[src/rtl/edge_trigger_hyst.sv]
// rtl/edge_trigger_hyst.sv - moving-sum edge trigger with hysteresis level, qualification and Nth-edge pulse

module edge_trigger_hyst #(
    parameter int ADC_WIDTH = 10,
    parameter int WIN_LOG2  = 8,
    parameter int CNT_WIDTH = 8,
    localparam int SUM_WIDTH = ADC_WIDTH + WIN_LOG2
) (
    input  logic                 clk,
    input  logic                 reset_i,
    input  logic [ADC_WIDTH-1:0] adc_data,
    input  logic                 adc_valid,
    input  logic                 cfg_arm,
    input  logic                 cfg_abort,
    input  logic [WIN_LOG2-1:0]  cfg_window,
    input  logic                 cfg_abs,
    input  logic [1:0]           cfg_mode,
    input  logic [SUM_WIDTH-1:0] cfg_thresh_hi,
    input  logic [SUM_WIDTH-1:0] cfg_thresh_lo,
    input  logic [CNT_WIDTH-1:0] cfg_qualify,
    input  logic [CNT_WIDTH-1:0] cfg_edge_num,
    input  logic                 cfg_rearm,
    output logic                 trig_out,
    output logic [SUM_WIDTH-1:0] sum_out,
    output logic                 sum_valid,
    output logic                 level_o,
    output logic [CNT_WIDTH-1:0] edge_cnt_o,
    output logic [1:0]           state_o
);

    typedef enum logic [1:0] {
        S_IDLE  = 2'd0,
        S_FILL  = 2'd1,
        S_ARMED = 2'd2,
        S_DONE  = 2'd3
    } state_t;

    localparam logic [ADC_WIDTH-1:0] MID = {1'b1, {(ADC_WIDTH-1){1'b0}}};

    // sample history; contents before a fill completes are never read
    logic [ADC_WIDTH-1:0] mem [0:(1<<WIN_LOG2)-1];

    state_t               state_q, state_d;
    logic [WIN_LOG2-1:0]  wr_ptr_q, wr_ptr_d;
    logic [WIN_LOG2-1:0]  fill_cnt_q, fill_cnt_d;
    logic [SUM_WIDTH-1:0] sum_q, sum_d;
    logic                 sum_valid_q, sum_valid_d;
    logic                 eval_q, eval_d;
    logic                 level_q, level_d;
    logic                 trig_q, trig_d;
    logic [CNT_WIDTH-1:0] edge_cnt_q, edge_cnt_d;
    logic [CNT_WIDTH-1:0] qual_cnt_q, qual_cnt_d;

    logic [WIN_LOG2-1:0]  win_eff;
    logic [CNT_WIDTH-1:0] qual_eff;
    logic [CNT_WIDTH-1:0] edge_num_eff;
    logic [ADC_WIDTH-1:0] sample;
    logic [ADC_WIDTH-1:0] s_old;
    logic [WIN_LOG2-1:0]  rd_ptr;
    logic [WIN_LOG2-1:0]  fill_p1;
    logic [SUM_WIDTH-1:0] sum_calc;
    logic [CNT_WIDTH:0]   qual_p1;
    logic [CNT_WIDTH:0]   edge_p1;
    logic                 accept;
    logic                 do_eval;
    logic                 cand;
    logic                 edge_match;

    // zero-valued config fields mean "one"
    assign win_eff      = (cfg_window   == '0) ? WIN_LOG2'(1)  : cfg_window;
    assign qual_eff     = (cfg_qualify  == '0) ? CNT_WIDTH'(1) : cfg_qualify;
    assign edge_num_eff = (cfg_edge_num == '0) ? CNT_WIDTH'(1) : cfg_edge_num;

    // sample conditioning, oldest-sample lookup and the running-sum update
    assign sample   = cfg_abs ? ((adc_data >= MID) ? (adc_data - MID) : (MID - adc_data)) : adc_data;
    assign rd_ptr   = wr_ptr_q - win_eff;
    assign s_old    = (fill_cnt_q >= win_eff) ? mem[rd_ptr] : '0;
    assign sum_calc = sum_q + SUM_WIDTH'(sample) - SUM_WIDTH'(s_old);
    assign fill_p1  = fill_cnt_q + WIN_LOG2'(1);

    // arm and abort both pre-empt any sample or commit in the same cycle
    assign accept  = adc_valid && (state_q != S_IDLE) && !cfg_arm && !cfg_abort;
    assign do_eval = eval_q && (state_q == S_ARMED) && !cfg_arm && !cfg_abort;

    // hysteresis candidate from the registered sum; hi threshold wins a tie
    assign cand = (sum_q > cfg_thresh_hi) ? 1'b1 :
                  (sum_q < cfg_thresh_lo) ? 1'b0 : level_q;

    assign qual_p1 = {1'b0, qual_cnt_q} + (CNT_WIDTH+1)'(1);
    assign edge_p1 = {1'b0, edge_cnt_q} + (CNT_WIDTH+1)'(1);

    // the committed toggle direction equals cand; mode 3 behaves as rising
    always_comb begin
        case (cfg_mode)
            2'd1:    edge_match = !cand;
            2'd2:    edge_match = 1'b1;
            default: edge_match = cand;
        endcase
    end

    // next-state, moving sum, qualification and edge counting
    always_comb begin
        state_d     = state_q;
        wr_ptr_d    = wr_ptr_q;
        fill_cnt_d  = fill_cnt_q;
        sum_d       = sum_q;
        sum_valid_d = 1'b0;
        eval_d      = 1'b0;
        level_d     = level_q;
        trig_d      = 1'b0;
        edge_cnt_d  = edge_cnt_q;
        qual_cnt_d  = qual_cnt_q;

        if (cfg_abort) begin
            state_d = S_IDLE;
        end else if (cfg_arm) begin
            state_d    = S_FILL;
            sum_d      = '0;
            fill_cnt_d = '0;
            edge_cnt_d = '0;
            qual_cnt_d = '0;
            level_d    = 1'b0;
        end else begin
            if (do_eval) begin
                if (cand != level_q) begin
                    if (qual_p1 >= {1'b0, qual_eff}) begin
                        level_d    = cand;
                        qual_cnt_d = '0;
                        if (edge_match) begin
                            if (edge_p1 == {1'b0, edge_num_eff}) begin
                                trig_d     = 1'b1;
                                edge_cnt_d = '0;
                                if (!cfg_rearm) begin
                                    state_d = S_DONE;
                                end
                            end else begin
                                edge_cnt_d = edge_p1[CNT_WIDTH-1:0];
                            end
                        end
                    end else begin
                        qual_cnt_d = qual_p1[CNT_WIDTH-1:0];
                    end
                end else begin
                    qual_cnt_d = '0;
                end
            end

            if (accept) begin
                sum_d       = sum_calc;
                sum_valid_d = 1'b1;
                wr_ptr_d    = wr_ptr_q + WIN_LOG2'(1);
                eval_d      = (state_q == S_ARMED);
                if (fill_cnt_q < win_eff) begin
                    fill_cnt_d = fill_p1;
                end
                if ((state_q == S_FILL) && (fill_p1 == win_eff)) begin
                    state_d = S_ARMED;
                    level_d = (sum_calc > cfg_thresh_hi);
                end
            end
        end
    end

    // state and datapath registers
    always_ff @(posedge clk or posedge reset_i) begin
        if (reset_i) begin
            state_q     <= S_IDLE;
            wr_ptr_q    <= '0;
            fill_cnt_q  <= '0;
            sum_q       <= '0;
            sum_valid_q <= 1'b0;
            eval_q      <= 1'b0;
            level_q     <= 1'b0;
            trig_q      <= 1'b0;
            edge_cnt_q  <= '0;
            qual_cnt_q  <= '0;
        end else begin
            state_q     <= state_d;
            wr_ptr_q    <= wr_ptr_d;
            fill_cnt_q  <= fill_cnt_d;
            sum_q       <= sum_d;
            sum_valid_q <= sum_valid_d;
            eval_q      <= eval_d;
            level_q     <= level_d;
            trig_q      <= trig_d;
            edge_cnt_q  <= edge_cnt_d;
            qual_cnt_q  <= qual_cnt_d;
        end
    end

    // sample history write
    always_ff @(posedge clk) begin
        if (accept) begin
            mem[wr_ptr_q] <= sample;
        end
    end

    assign trig_out   = trig_q;
    assign sum_out    = sum_q;
    assign sum_valid  = sum_valid_q;
    assign level_o    = level_q;
    assign edge_cnt_o = edge_cnt_q;
    assign state_o    = state_q;

endmodule

[config.mk]
export PLATFORM = sky130hd
export DESIGN_NAME = edge_trigger_hyst
export DESIGN_NICKNAME = d
export VERILOG_FILES = /design/src/rtl/edge_trigger_hyst.sv
export SDC_FILE = /design/constraint.sdc
export NUM_CORES = 2
export LEC_CHECK = 0
export CORE_AREA = 10 10 637 576
export CTS_BUF_LIST = sky130_fd_sc_hd__clkbuf_8
export DETAILED_ROUTE_END_ITERATION = 16
export DIE_AREA = 0 0 647 586
export GPL_ROUTABILITY_DRIVEN = 0
export GPL_TIMING_DRIVEN = 0
export RECOVER_POWER = 50
export SETUP_SLACK_MARGIN = 0.3
export SYNTH_ARGS = -nofsm -noshare
export SYNTH_HDL_FRONTEND = slang
export SYNTH_SLANG_ARGS = --single-unit
[constraint.sdc]
create_clock -name clk -period 12.1 [get_ports clk]
set_input_delay 1.815 -clock clk [delete_from_list [all_inputs] [get_ports clk]]
set_output_delay 1.815 -clock clk [all_outputs]
set_load 0.005 [all_outputs]
==> metrics.txt <==
status finished with violations; violated checks capacitance limit, slew limit; final core utilization 34.2%; Post-synth ARST share under 10%; Yosys warning count 0; vias in the first global route 57265; area of the multi-input gates ~26000 um^2; worst min-delay path category flop to flop; Starting Density 29.9%; hold path startpoint qual_cnt_q[4]$_DFFE_PP0P_; Final Skew ~0.078 ns; DR WL/cell ~29 um; Yosys reg bits 2616; RSZ-0062 raised after global routing no; Synth area leader edfxtp_1; die footprint approximately 380000 um^2; Die Height 586 um; Root Driver clkbuf_8; 1st-iter DRT viols roughly 7900; register area share after synthesis 74.1%; worst setup path start cfg_window[1]; Clock Power Share 23.6%; Power Density 240 nW/um^2; Sink Count 2616; final worst setup slack roughly 0.25 ns; initial antenna violation count 21; most common cell in the netlist edfxtp_1; Tmin final 11.85 ns; share of post-route cells with drive strength above 1 22.4%; CP Class input port to flop; Tot GR Track Use 16.1%; reg2reg start wr_ptr_q[0]$_DFFE_PP0P_; io pins 110; Int Pwr roughly 18 mW; Reg clk slew, reported paths roughly 0.06 ns; max cap viols 44; Slew HR -252%; syn_area_per_cell 19.8 um^2; VDD IR max roughly 0.00014 V; Net Sw Power about 11 mW; Fillers 33221; final setup vio count 0; TritonCTS clock tree built; mean number of vias per cell 5.25; DR vias 57721; Post-CTS Hold Fix Bufs 0; final net count approximately 6200; Crit. End Element flop; Post-Place Setup Slack -0.985 ns; Sequential Area between 70000 and 80000 um^2; FP Rows 207; Combinational Power Share 41.3%; Gate Count Post-Synth 5343; first-pass GRT wire length 438000 um; final max-slew violation count 1503; GRT overflow 0; Peak Freq roughly 84 MHz; Critical Path RT 13.10 ns; placement-stage cell area 114000 um^2; most used flip-flop cell after synthesis edfxtp_1; PortBufs 108; non-filler cells, final between 10000 and 15000; clock buffer depth 4; CP most frequent cell ha_1; setup TNS 0 ns; Slew @ Worst Pin 5.27 ns; DRT Wirelength 314000 um; die width 647 um; largest net degree at the start of global routing 107; CTS HTree Levels 5; Net Sw Frac 38.5%; drt pass-1 iters 7; Final Hold Fails 0; slowest stage cell, crit path dlygate4sd3_1; Post-synth top cells edfxtp_1 (2560), mux4_2 (687), nand2_1 (378), nor2_1 (302), nand3_1 (147); CP arrival 12.85 ns; design area 121000 um^2; post-synthesis cell area 106000 um^2; DP HPWL 214000 um; Tcrit/Tclk final 97.9%; unique cell type count in the Yosys netlist between 60 and 70; Worst path max stage delay 0.87 ns; placed insts 10234; total core area 353000 um^2; DRC 0; worst skew pair latency 1.12 ns; Layout Area Growth over Synthesis 14.2%; power after layout 29.0 mW; Worst Setup Start Kind input port; Syn Nets 5539; hold_ws around 0.53 ns; main area contributors after synthesis edfxtp_1 (73%), mux4_2 (15%), nand2_1 (1.3%); EDFF count, synth between 2000 and 3000; part of the power in registers 35.1%; Yosys top cell area share between 70% and 80%; crit-path max FO 10; antenna-violating nets left 0; Pleak 38.6 nW; cts bufs inserted 423
==> layer usage <==
| metal | vias to the layer above | wire length [um] | global-route usage, % |
|---|---|---|---|
| li1 | 23120 | - | - |
| met1 | 30428 | 129000 | 22.7 |
| met2 | 3501 | 134000 | 23.1 |
| met3 | 658 | 37200 | 4.89 |
| met4 | 14 | 13500 | 6.53 |
| met5 | - | 117 | 0 |
==> path summary, 6_finish.rpt <==
check	cells after the start	slack, ns	to
min	2	0.53	qual_cnt_q[4]$_DFFE_PP0P_
max	35	0.25	level_o$_DFFE_PP0N_
max in group asynchronous	3	8.07	sum_out[12]$_DFFE_PP0P_
min in group asynchronous	2	1.33	edge_cnt_o[2]$_DFFE_PP0P_
min reg2reg	2	0.53	qual_cnt_q[4]$_DFFE_PP0P_
max reg2reg	33	1.96	level_o$_DFFE_PP0N_
==> cell usage in the layout, fill, tap and decap left out, types with 23 or more instances in the layout <==
| cell | instances |
|---|---|
| mux2i_1 | 31 |
| a21o_1 | 32 |
| clkbuf_2 | 25 |
| nor2b_1 | 23 |
| clkinv_2 | 46 |
| buf_2 | 93 |
| dfrtp_1 | 56 |
| edfxtp_1 | 2560 |
| a21oi_1 | 42 |
| clkbuf_8 | 434 |
| mux4_2 | 687 |
| clkinv_1 | 87 |
| dlygate4sd3_1 | 36 |
| nand2_1 | 378 |
| a311oi_1 | 63 |
| nor2_1 | 303 |
| diode_2 | 26 |
| and2_1 | 34 |
| a211oi_1 | 41 |
| nand3_1 | 147 |
| and3_1 | 44 |
| clkbuf_1 | 180 |
| inv_1 | 274 |
| o21ai_0 | 28 |
| nor3_1 | 40 |
| mux2_2 | 42 |
| clkdlybuf4s50_1 | 71 |
| nand4_1 | 41 |
| ha_1 | 106 |
| buf_4 | 33 |
| xnor2_1 | 41 |
==> layout make-up <==
cell class | instances | share of cell area [%]
sequential | 2616 | 64.9
multi-input combinational | 2327 | 21.2
clock buffer | 434 | 4.95
tap | 4702 | 4.88
timing repair buffer | 193 | 1.39
clock inverter | 303 | 1.11
buffer | 283 | 1.11
inverter | 117 | 0.364
antenna | 26 | 0.0539
==> sequential cells by signal, indices dropped and copies added (netlist names) <==
| name | flops |
|---|---|
| level_o | 1 |
| fill_cnt_q | 8 |
| sum_out | 18 |
| trig_out | 1 |
| qual_cnt_q | 8 |
| sum_valid | 1 |
| wr_ptr_q | 8 |
| edge_cnt_o | 8 |
| mem | 2560 |
| eval_q | 1 |
| state_o | 2 |
==> cell families (layout without fill, tap and decap cells) <==
kind of cell | Yosys count | count (layout) | synth area share, %
other | 0 | 26 | 0
AND/OR/NAND/NOR | 1068 | 1068 | 4.57
flip-flops | 2616 | 2616 | 74.1
XOR/XNOR | 65 | 65 | 0.553
multiplexers | 761 | 761 | 15.4
buffers and inverters | 400 | 1330 | 1.64
AO/OA/AOI/OAI | 316 | 316 | 2.23
adder cells (fa/ha/maj) | 117 | 117 | 1.46
==> critical path: cells and delay by family <==
kind,cells,cell delay (ns)
buffers and inverters,9,3.78
AOI/OAI and AO/OA,12,2.71
adders and majority gates,6,2.02
and+or+nand+nor,6,1.98
muxes,1,0.28
xor gates and xnor gates,1,0.21
==> what timing repair did <==
item	4_1_cts	5_1_grt
resized for setup	2	15
pin swaps	0	1
endpoints found under the setup margin	1	1
buffers inserted	0	2
==> power groups by stage <==
stage	Sequential, mW	Combinational [mW]	Clock (mW)
6_report	10.2	12.0	6.84
5_1_grt	10.2	12.3	7.34
4_1_cts	10.1	11.8	6.92
3_5_place_dp	10.3	11.8	0
3_3_place_gp	10.5	11.6	0
2_1_floorplan	10.4	6.86	0
Note: power is estimated with default switching activity, not from simulation.
